**src/rtl/vga_scan_engine.sv**
```systemverilog
// -----------------------------------------------------------------------------
// vga_scan_engine
//
// Parametrised VGA scan-out engine. Free-running horizontal/vertical counters
// generate sync and display-enable timing, compute a framebuffer byte address
// for every clock, pick the pixel field out of the returned byte (1/2/4/8 bpp,
// MSB-first), look it up in a writable 256x12 palette and drive RGB.
//
// Pipeline (all outputs reflect the counter state three clocks earlier):
//   c0  hcnt/vcnt counters
//   c1  ADDR register
//   c2  DATA returns from the framebuffer, palette index formed
//   c3  palette read register == RGB output register
//
// Ports:
//   CLK       pixel clock
//   RST       synchronous active-high reset
//   DATA      framebuffer byte, valid one clock after ADDR
//   ADDR      framebuffer byte address (registered)
//   RW        tied to 1 (read-only framebuffer access)
//   MODE      0=1bpp 1=2bpp 2=4bpp 3=8bpp, latched at frame start
//   FB_BASE   frame start address, latched at frame start
//   PAL_WE    palette write strobe
//   PAL_IDX   palette write index
//   PAL_DATA  palette entry R[11:8] G[7:4] B[3:0]
//   INT_ACK   releases a pending vblank interrupt
//   INT       active-low vblank interrupt
//   DE        display enable, aligned with RGB
//   HSYNC     active-low horizontal sync
//   VSYNC     active-low vertical sync
//   RGB       pixel colour, zero outside the active region
// -----------------------------------------------------------------------------
module vga_scan_engine #(
    parameter int H_ACTIVE     = 640,
    parameter int H_FP         = 16,
    parameter int H_SYNC       = 96,
    parameter int H_BP         = 48,
    parameter int V_ACTIVE     = 400,
    parameter int V_FP         = 12,
    parameter int V_SYNC       = 2,
    parameter int V_BP         = 35,
    parameter int H_SCALE_LOG2 = 1,
    parameter int V_SCALE_LOG2 = 1,
    parameter int ADDR_W       = 15
) (
    input  logic              CLK,
    input  logic              RST,
    input  logic [7:0]        DATA,
    output logic [ADDR_W-1:0] ADDR,
    output logic              RW,
    input  logic [1:0]        MODE,
    input  logic [ADDR_W-1:0] FB_BASE,
    input  logic              PAL_WE,
    input  logic [7:0]        PAL_IDX,
    input  logic [11:0]       PAL_DATA,
    input  logic              INT_ACK,
    output logic              INT,
    output logic              DE,
    output logic              HSYNC,
    output logic              VSYNC,
    output logic [11:0]       RGB
);

    localparam int HT = H_ACTIVE + H_FP + H_SYNC + H_BP;
    localparam int VT = V_ACTIVE + V_FP + V_SYNC + V_BP;
    localparam int HW = $clog2(HT);
    localparam int VW = $clog2(VT);

    localparam logic [HW-1:0] H_LAST   = HW'(HT - 1);
    localparam logic [HW-1:0] H_ACT    = HW'(H_ACTIVE);
    localparam logic [HW-1:0] HS_BEG   = HW'(H_ACTIVE + H_FP);
    localparam logic [HW-1:0] HS_END   = HW'(H_ACTIVE + H_FP + H_SYNC);
    localparam logic [VW-1:0] V_LAST   = VW'(VT - 1);
    localparam logic [VW-1:0] V_ACT    = VW'(V_ACTIVE);
    localparam logic [VW-1:0] V_ACT_M1 = VW'(V_ACTIVE - 1);
    localparam logic [VW-1:0] VS_BEG   = VW'(V_ACTIVE + V_FP);
    localparam logic [VW-1:0] VS_END   = VW'(V_ACTIVE + V_FP + V_SYNC);

    // Control bundle carried down the pipeline: {de, hsync_n, vsync_n}
    localparam logic [2:0] CTL_IDLE = 3'b011;

    // ------------------------------------------------------------------ state
    logic [HW-1:0]     hcnt_q, hcnt_d;
    logic [VW-1:0]     vcnt_q, vcnt_d;
    logic [1:0]        shadow_mode_q, shadow_mode_d;
    logic [ADDR_W-1:0] shadow_base_q, shadow_base_d;
    logic [ADDR_W-1:0] addr_q, addr_d;
    logic              int_q, int_d;
    logic [11:0]       rgb_q, rgb_d;

    logic [2:0]        ctl_q [3];
    logic [2:0]        ctl_d [3];
    // Pixel-select bundle {mode, px[2:0]} for stages c1 and c2
    logic [4:0]        sel_q [2];
    logic [4:0]        sel_d [2];

    logic [11:0]       pal_mem [256];

    // ------------------------------------------------------------ c0 logic
    logic              h_wrap;
    logic              frame_start;
    logic [1:0]        mode_eff;
    logic [ADDR_W-1:0] base_eff;
    logic [HW-1:0]     px;
    logic [VW-1:0]     ln;
    logic [31:0]       bpl;
    logic [2:0]        ctl_c0;
    logic [4:0]        sel_c0;

    always_comb begin
        h_wrap = (hcnt_q == H_LAST);
        hcnt_d = h_wrap ? '0 : hcnt_q + 1'b1;
        vcnt_d = vcnt_q;
        if (h_wrap) begin
            vcnt_d = (vcnt_q == V_LAST) ? '0 : vcnt_q + 1'b1;
        end

        // The first pixel of a frame already uses the freshly sampled
        // MODE/FB_BASE; the shadow copy then holds them for the rest of it.
        frame_start   = (hcnt_q == '0) && (vcnt_q == '0);
        mode_eff      = frame_start ? MODE    : shadow_mode_q;
        base_eff      = frame_start ? FB_BASE : shadow_base_q;
        shadow_mode_d = mode_eff;
        shadow_base_d = base_eff;

        px  = hcnt_q >> H_SCALE_LOG2;
        ln  = vcnt_q >> V_SCALE_LOG2;
        // bytes per image line = image width * bpp / 8, bpp = 1 << mode
        bpl = (32'(H_ACTIVE >> H_SCALE_LOG2) << mode_eff) >> 3;
        // Sum is formed at 32 bits and truncated so the address wraps.
        addr_d = ADDR_W'(32'(base_eff) + 32'(ln) * bpl + ((32'(px) << mode_eff) >> 3));

        ctl_c0 = {(hcnt_q < H_ACT) && (vcnt_q < V_ACT),
                  !((hcnt_q >= HS_BEG) && (hcnt_q < HS_END)),
                  !((vcnt_q >= VS_BEG) && (vcnt_q < VS_END))};
        sel_c0 = {mode_eff, px[2:0]};

        // Interrupt set (vcnt entering V_ACTIVE) has priority over ack.
        if (h_wrap && (vcnt_q == V_ACT_M1)) begin
            int_d = 1'b0;
        end else if (INT_ACK) begin
            int_d = 1'b1;
        end else begin
            int_d = int_q;
        end
    end

    // ------------------------------------------------- pipeline delay chains
    genvar gi;
    generate
        for (gi = 0; gi < 3; gi++) begin : g_ctl
            if (gi == 0) begin : g_first
                assign ctl_d[gi] = ctl_c0;
            end else begin : g_next
                assign ctl_d[gi] = ctl_q[gi-1];
            end
        end
        for (gi = 0; gi < 2; gi++) begin : g_sel
            if (gi == 0) begin : g_first
                assign sel_d[gi] = sel_c0;
            end else begin : g_next
                assign sel_d[gi] = sel_q[gi-1];
            end
        end
    endgenerate

    // ------------------------------------------------------------ c2 logic
    logic [1:0] sel_mode;
    logic [2:0] sel_px;
    logic [1:0] field;
    logic [7:0] pix_idx;

    always_comb begin
        sel_mode = sel_q[1][4:3];
        sel_px   = sel_q[1][2:0];
        field    = 2'd3 - sel_px[1:0];
        pix_idx  = 8'h00;
        case (sel_mode)
            2'd0:    pix_idx = {7'b0, DATA[3'd7 - sel_px]};
            2'd1:    pix_idx = (DATA >> {field, 1'b0}) & 8'h03;
            2'd2:    pix_idx = sel_px[0] ? {4'b0, DATA[3:0]} : {4'b0, DATA[7:4]};
            default: pix_idx = DATA;
        endcase
        // Gated with the c2 enable so blanking always drives black.
        rgb_d = ctl_q[1][2] ? pal_mem[pix_idx] : 12'h000;
    end

    // ------------------------------------------------------------- registers
    always_ff @(posedge CLK) begin
        if (RST) begin
            hcnt_q        <= '0;
            vcnt_q        <= '0;
            shadow_mode_q <= 2'd2;
            shadow_base_q <= '0;
            addr_q        <= '0;
            int_q         <= 1'b1;
            rgb_q         <= 12'h000;
            for (int i = 0; i < 3; i++) ctl_q[i] <= CTL_IDLE;
            for (int i = 0; i < 2; i++) sel_q[i] <= '0;
        end else begin
            hcnt_q        <= hcnt_d;
            vcnt_q        <= vcnt_d;
            shadow_mode_q <= shadow_mode_d;
            shadow_base_q <= shadow_base_d;
            addr_q        <= addr_d;
            int_q         <= int_d;
            rgb_q         <= rgb_d;
            for (int i = 0; i < 3; i++) ctl_q[i] <= ctl_d[i];
            for (int i = 0; i < 2; i++) sel_q[i] <= sel_d[i];
        end
    end

    // Palette storage is deliberately outside reset. A same-cycle write and
    // read of one index returns the old entry since the read above sees the
    // array before this edge's update lands.
    always_ff @(posedge CLK) begin
        if (PAL_WE) begin
            pal_mem[PAL_IDX] <= PAL_DATA;
        end
    end

    // --------------------------------------------------------------- outputs
    assign ADDR  = addr_q;
    assign RW    = 1'b1;
    assign INT   = int_q;
    assign DE    = ctl_q[2][2];
    assign HSYNC = ctl_q[2][1];
    assign VSYNC = ctl_q[2][0];
    assign RGB   = rgb_q;

endmodule

```
**config.mk**
```make
export PLATFORM = sky130hd
export DESIGN_NAME = vga_scan_engine
export DESIGN_NICKNAME = d
export VERILOG_FILES = /design/src/rtl/vga_scan_engine.sv
export SDC_FILE = /design/constraint.sdc
export NUM_CORES = 2
export LEC_CHECK = 0
export BUFFER_PORTS_ARGS = -buffer_cell sky130_fd_sc_hd__buf_2
export CELL_PAD_IN_SITES_DETAIL_PLACEMENT = 0
export CELL_PAD_IN_SITES_GLOBAL_PLACEMENT = 1
export CORE_MARGIN = 2
export CORE_UTILIZATION = 25
export CTS_BUF_LIST = sky130_fd_sc_hd__clkbuf_2
export CTS_CLUSTER_DIAMETER = 40
export CTS_CLUSTER_SIZE = 8
export DETAILED_ROUTE_END_ITERATION = 8
export GPL_TIMING_DRIVEN = 0
export PLACE_DENSITY = 0.51
export SLEW_MARGIN = 20
export SYNTH_ARGS = -nofsm -noshare
export SYNTH_HDL_FRONTEND = slang
export SYNTH_SLANG_ARGS = --single-unit
```
**constraint.sdc**
```tcl
create_clock -name CLK -period 17 [get_ports CLK]
set_input_delay 3.4 -clock CLK [delete_from_list [all_inputs] [get_ports CLK]]
set_output_delay 3.4 -clock CLK [all_outputs]
set_load 0.05 [all_outputs]
```
==> flow_metrics.py <==
metrics = {
    "grt": {
        "overflow": 0,
        "grtUsageTotal": 0.204,
        "grt_pass1_wl_um": 708000,
        "first_global_vias": 81300,
        "antenna_found_initial": 54,
        "grt_max_degree": 106,
    },
    "yosys": {
        "ys_warn_count": 0,
        "synth_cell_types": 57,
        "ys_ff_latch": 3154,
        "ys_async_sr_fraction": 0,
        "syn_inst": 9535,
        "syn_area_um2": 125000,
        "synth_nets": 9667,
        "syn_area_per_cell_um2": 13.1,
        "ys.flop_type": "edfxtp_1",
        "synth_sequential_area_ratio": 0.752,
        "synth_edf_count": 3072,
    },
    "route": {
        "wl_um": 535000,
        "drcViolationCount": 0,
        "vias": 85700,
        "dr.pass1.iters": 6,
        "vias_per_cell": 4.95,
        "ant_nets": 0,
        "wl_per_cell_um": 30.9,
        "drt_iter0_markers": 11100,
    },
    "critical_path": {
        "path_max_fanout": 10,
        "startpoint_type": "flop",
        "arrival_ns": 9.24,
        "path_class": "flop to flop",
        "crit_required_ns": 18.93,
        "end_kind": "flop",
    },
    "run_status": {
        "status": "finished clean",
    },
    "floorplanning": {
        "die_area_um2": 505000,
        "fp-row-count": 259,
        "die_h_um": 711,
        "initial_core_util": 0.251,
        "core_area_um2": 498000,
        "die_x_um": 711,
        "ios": 81,
    },
    "power_and_ir_drop": {
        "pwr_density_cell_nw_per_um2": 108,
        "switchingPower_w": 0.00474,
        "finalPower_w": 0.0155,
        "sw_frac_of_total": 0.307,
        "power_leakage_nw": 46.5,
        "p_clk_frac": 0.303,
        "internal_power_w": 0.0107,
        "seqPwrFrac": 0.553,
        "vdd_drop_max_uv": 67.6,
        "pwr-share-comb": 0.144,
    },
    "placement": {
        "port-buffer-count": 74,
        "gp_congestion": 0.976,
        "dp_hpwl_um": 391000,
        "post-place-ws_ns": 7.85,
    },
    "sta": {
        "slew_headroom": 0.0571,
        "period_share": 0.430,
        "rsz0062_at_grt": "false",
        "fin_setup_tns_ns": 0,
        "clock.fmax_mhz": 137,
        "hold_viol_final": 0,
        "fin_crit_ns": 7.31,
        "drv_slew": 0,
        "fin_ws_ns": 9.69,
        "tightest_slew_ns": 1.40,
        "finClkSkew_ns": 0.435,
        "hold_ws_ns": 0.433,
        "setup_viol": 0,
    },
    "final_layout": {
        "final_core_util": 0.287,
        "multi_input_area_um2": 29000,
        "layout_common_cells": "3072 x edfxtp_1, 2933 x nand2_1, 1383 x nand3_1",
        "final_common_cell": "edfxtp_1",
        "area_growth_pct": 14.4,
        "drive_gt1_frac": 0.151,
        "finalNetCount": 10400,
        "seqCellArea_um2": 93900,
        "fill_cells": 51000,
    },
    "cts": {
        "post_cts_buffers": 0,
        "cts_hold_buf": 0,
        "h-tree-depth": 6,
        "cts_tree": "yes",
        "numCtsBuffers": 539,
        "clk_path_buf_depth": 4,
        "path_clk_slew_ns": 0.14,
        "cts.sinks": 3154,
        "clk_latency_ns": 2.39,
        "root_buffer": "clkbuf_2",
        "post_cts_resized": 0,
    },
    "worst_hold_path": {
        "hold_path.class": "flop to flop",
    },
    "flow_run": {
        "cap_violations": 0,
    },
}
cell families after synthesis:
| family | after synthesis | share of synthesized area |
|---|---|---|
| adder cells (fa/ha/maj) | 83 | 0.0104 |
| AND/OR/NAND/NOR | 4838 | 0.163 |
| flip-flops | 3154 | 0.752 |
| AO/OA/AOI/OAI | 613 | 0.0389 |
| XOR/XNOR | 31 | 0.00217 |
| multiplexers | 129 | 0.0108 |
| other | 1 | 0.0000300 |
| buffers and inverters | 686 | 0.0234 |
stage by stage:
step	instance area [um2]	cells
2_1_floorplan	125000	9535
3_3_place_gp	134000	16300
3_5_place_dp	137000	16400
4_1_cts	143000	17300
5_1_grt	143000	17300
6_report	143000	17300
routing by layer:
layer | vias up | GRT usage | wire length, um
met3 | 901 | 0.0442 | 47400
met2 | 4235 | 0.313 | 235000
li1 | 36500 | - | -
met5 | - | 0 | 194
met1 | 44000 | 0.278 | 227000
met4 | 30 | 0.0884 | 26100
final timing paths:
| check | start | end | slack, ns | cells past startpoint |
|---|---|---|---|---|
| min reg2reg | ctl_q[0][1] | ctl_q[0][4] | 0.43 | 1 |
| max | vcnt_q[8] | ADDR[13] | 9.69 | 24 |
| max reg2reg | vcnt_q[8] | ADDR[13] | 9.69 | 24 |
| min | ctl_q[0][1] | ctl_q[0][4] | 0.43 | 1 |
critical path, cell delays in order, from the launching register on:
cell	delay (ns)
dfxtp_1	0.32
clkbuf_1	0.23
nor4b_1	0.44
nand3_1	0.14
nor2_2	0.60
mux2_2	0.33
clkbuf_1	0.42
buf_1	0.42
nand2_1	0.15
fa_1	0.52
inv_1	0.05
fa_1	0.46
ha_1	0.31
fa_1	0.49
inv_1	0.05
fa_1	0.47
inv_1	0.05
ha_1	0.28
inv_1	0.11
o21bai_1	0.09
a21oi_1	0.23
o21bai_1	0.14
a2111oi_0	0.54
o21ai_0	0.16
nor3b_1	0.16
cells in the mapped netlist (all sizes together), types with 23 or more instances:
cell    number  area [um2]
edfxtp    3072       92200
nand2     2933       11000
nand3     1384        6930
clkbuf     387        1450
nor2       346        1300
a41oi      289        2530
buf        240        1250
mux2i      111        1110
a31oi       97         607
a32oi       96         841
dfxtp       82        1640
nor4        78         488
inv         59         221
ha          49         613
fa          34         681
nor2b       33         206
o21ai       32         160
o41ai       24         210
o22ai       23         144
power by group through the flow:
stage / clock [W] / sequential [W] / combinational (W)
5_1_grt: 0.00506 / 0.00856 / 0.00230
3_3_place_gp: 0 / 0.00877 / 0.00208
6_report: 0.00468 / 0.00855 / 0.00222
4_1_cts: 0.00479 / 0.00855 / 0.00219
3_5_place_dp: 0 / 0.00873 / 0.00219
2_1_floorplan: 0 / 0.00875 / 0.000917
state kept, by name, indices dropped and copies added, names as in the netlist:
| signal | count |
|---|---|
| RGB | 12 |
| shadow_base_q | 15 |
| pal_mem | 3072 |
| sel_q | 9 |
| vcnt_q | 9 |
| INT | 1 |
| ctl_q | 9 |
| ADDR | 15 |
| shadow_mode_q | 2 |
| hcnt_q | 10 |
final cells by class:
| type | count | share of cell area |
|---|---|---|
| Inverter | 59 | 0.00155 |
| Tap cell | 6655 | 0.0583 |
| Multi-Input combinational cell | 5695 | 0.203 |
| Timing Repair Buffer | 224 | 0.0223 |
| Clock inverter | 218 | 0.0151 |
| Antenna cell | 39 | 0.000683 |
| Clock buffer | 629 | 0.0220 |
| Sequential cell | 3154 | 0.657 |
| Buffer | 627 | 0.0197 |
Note: power is estimated with default switching activity, not from simulation.
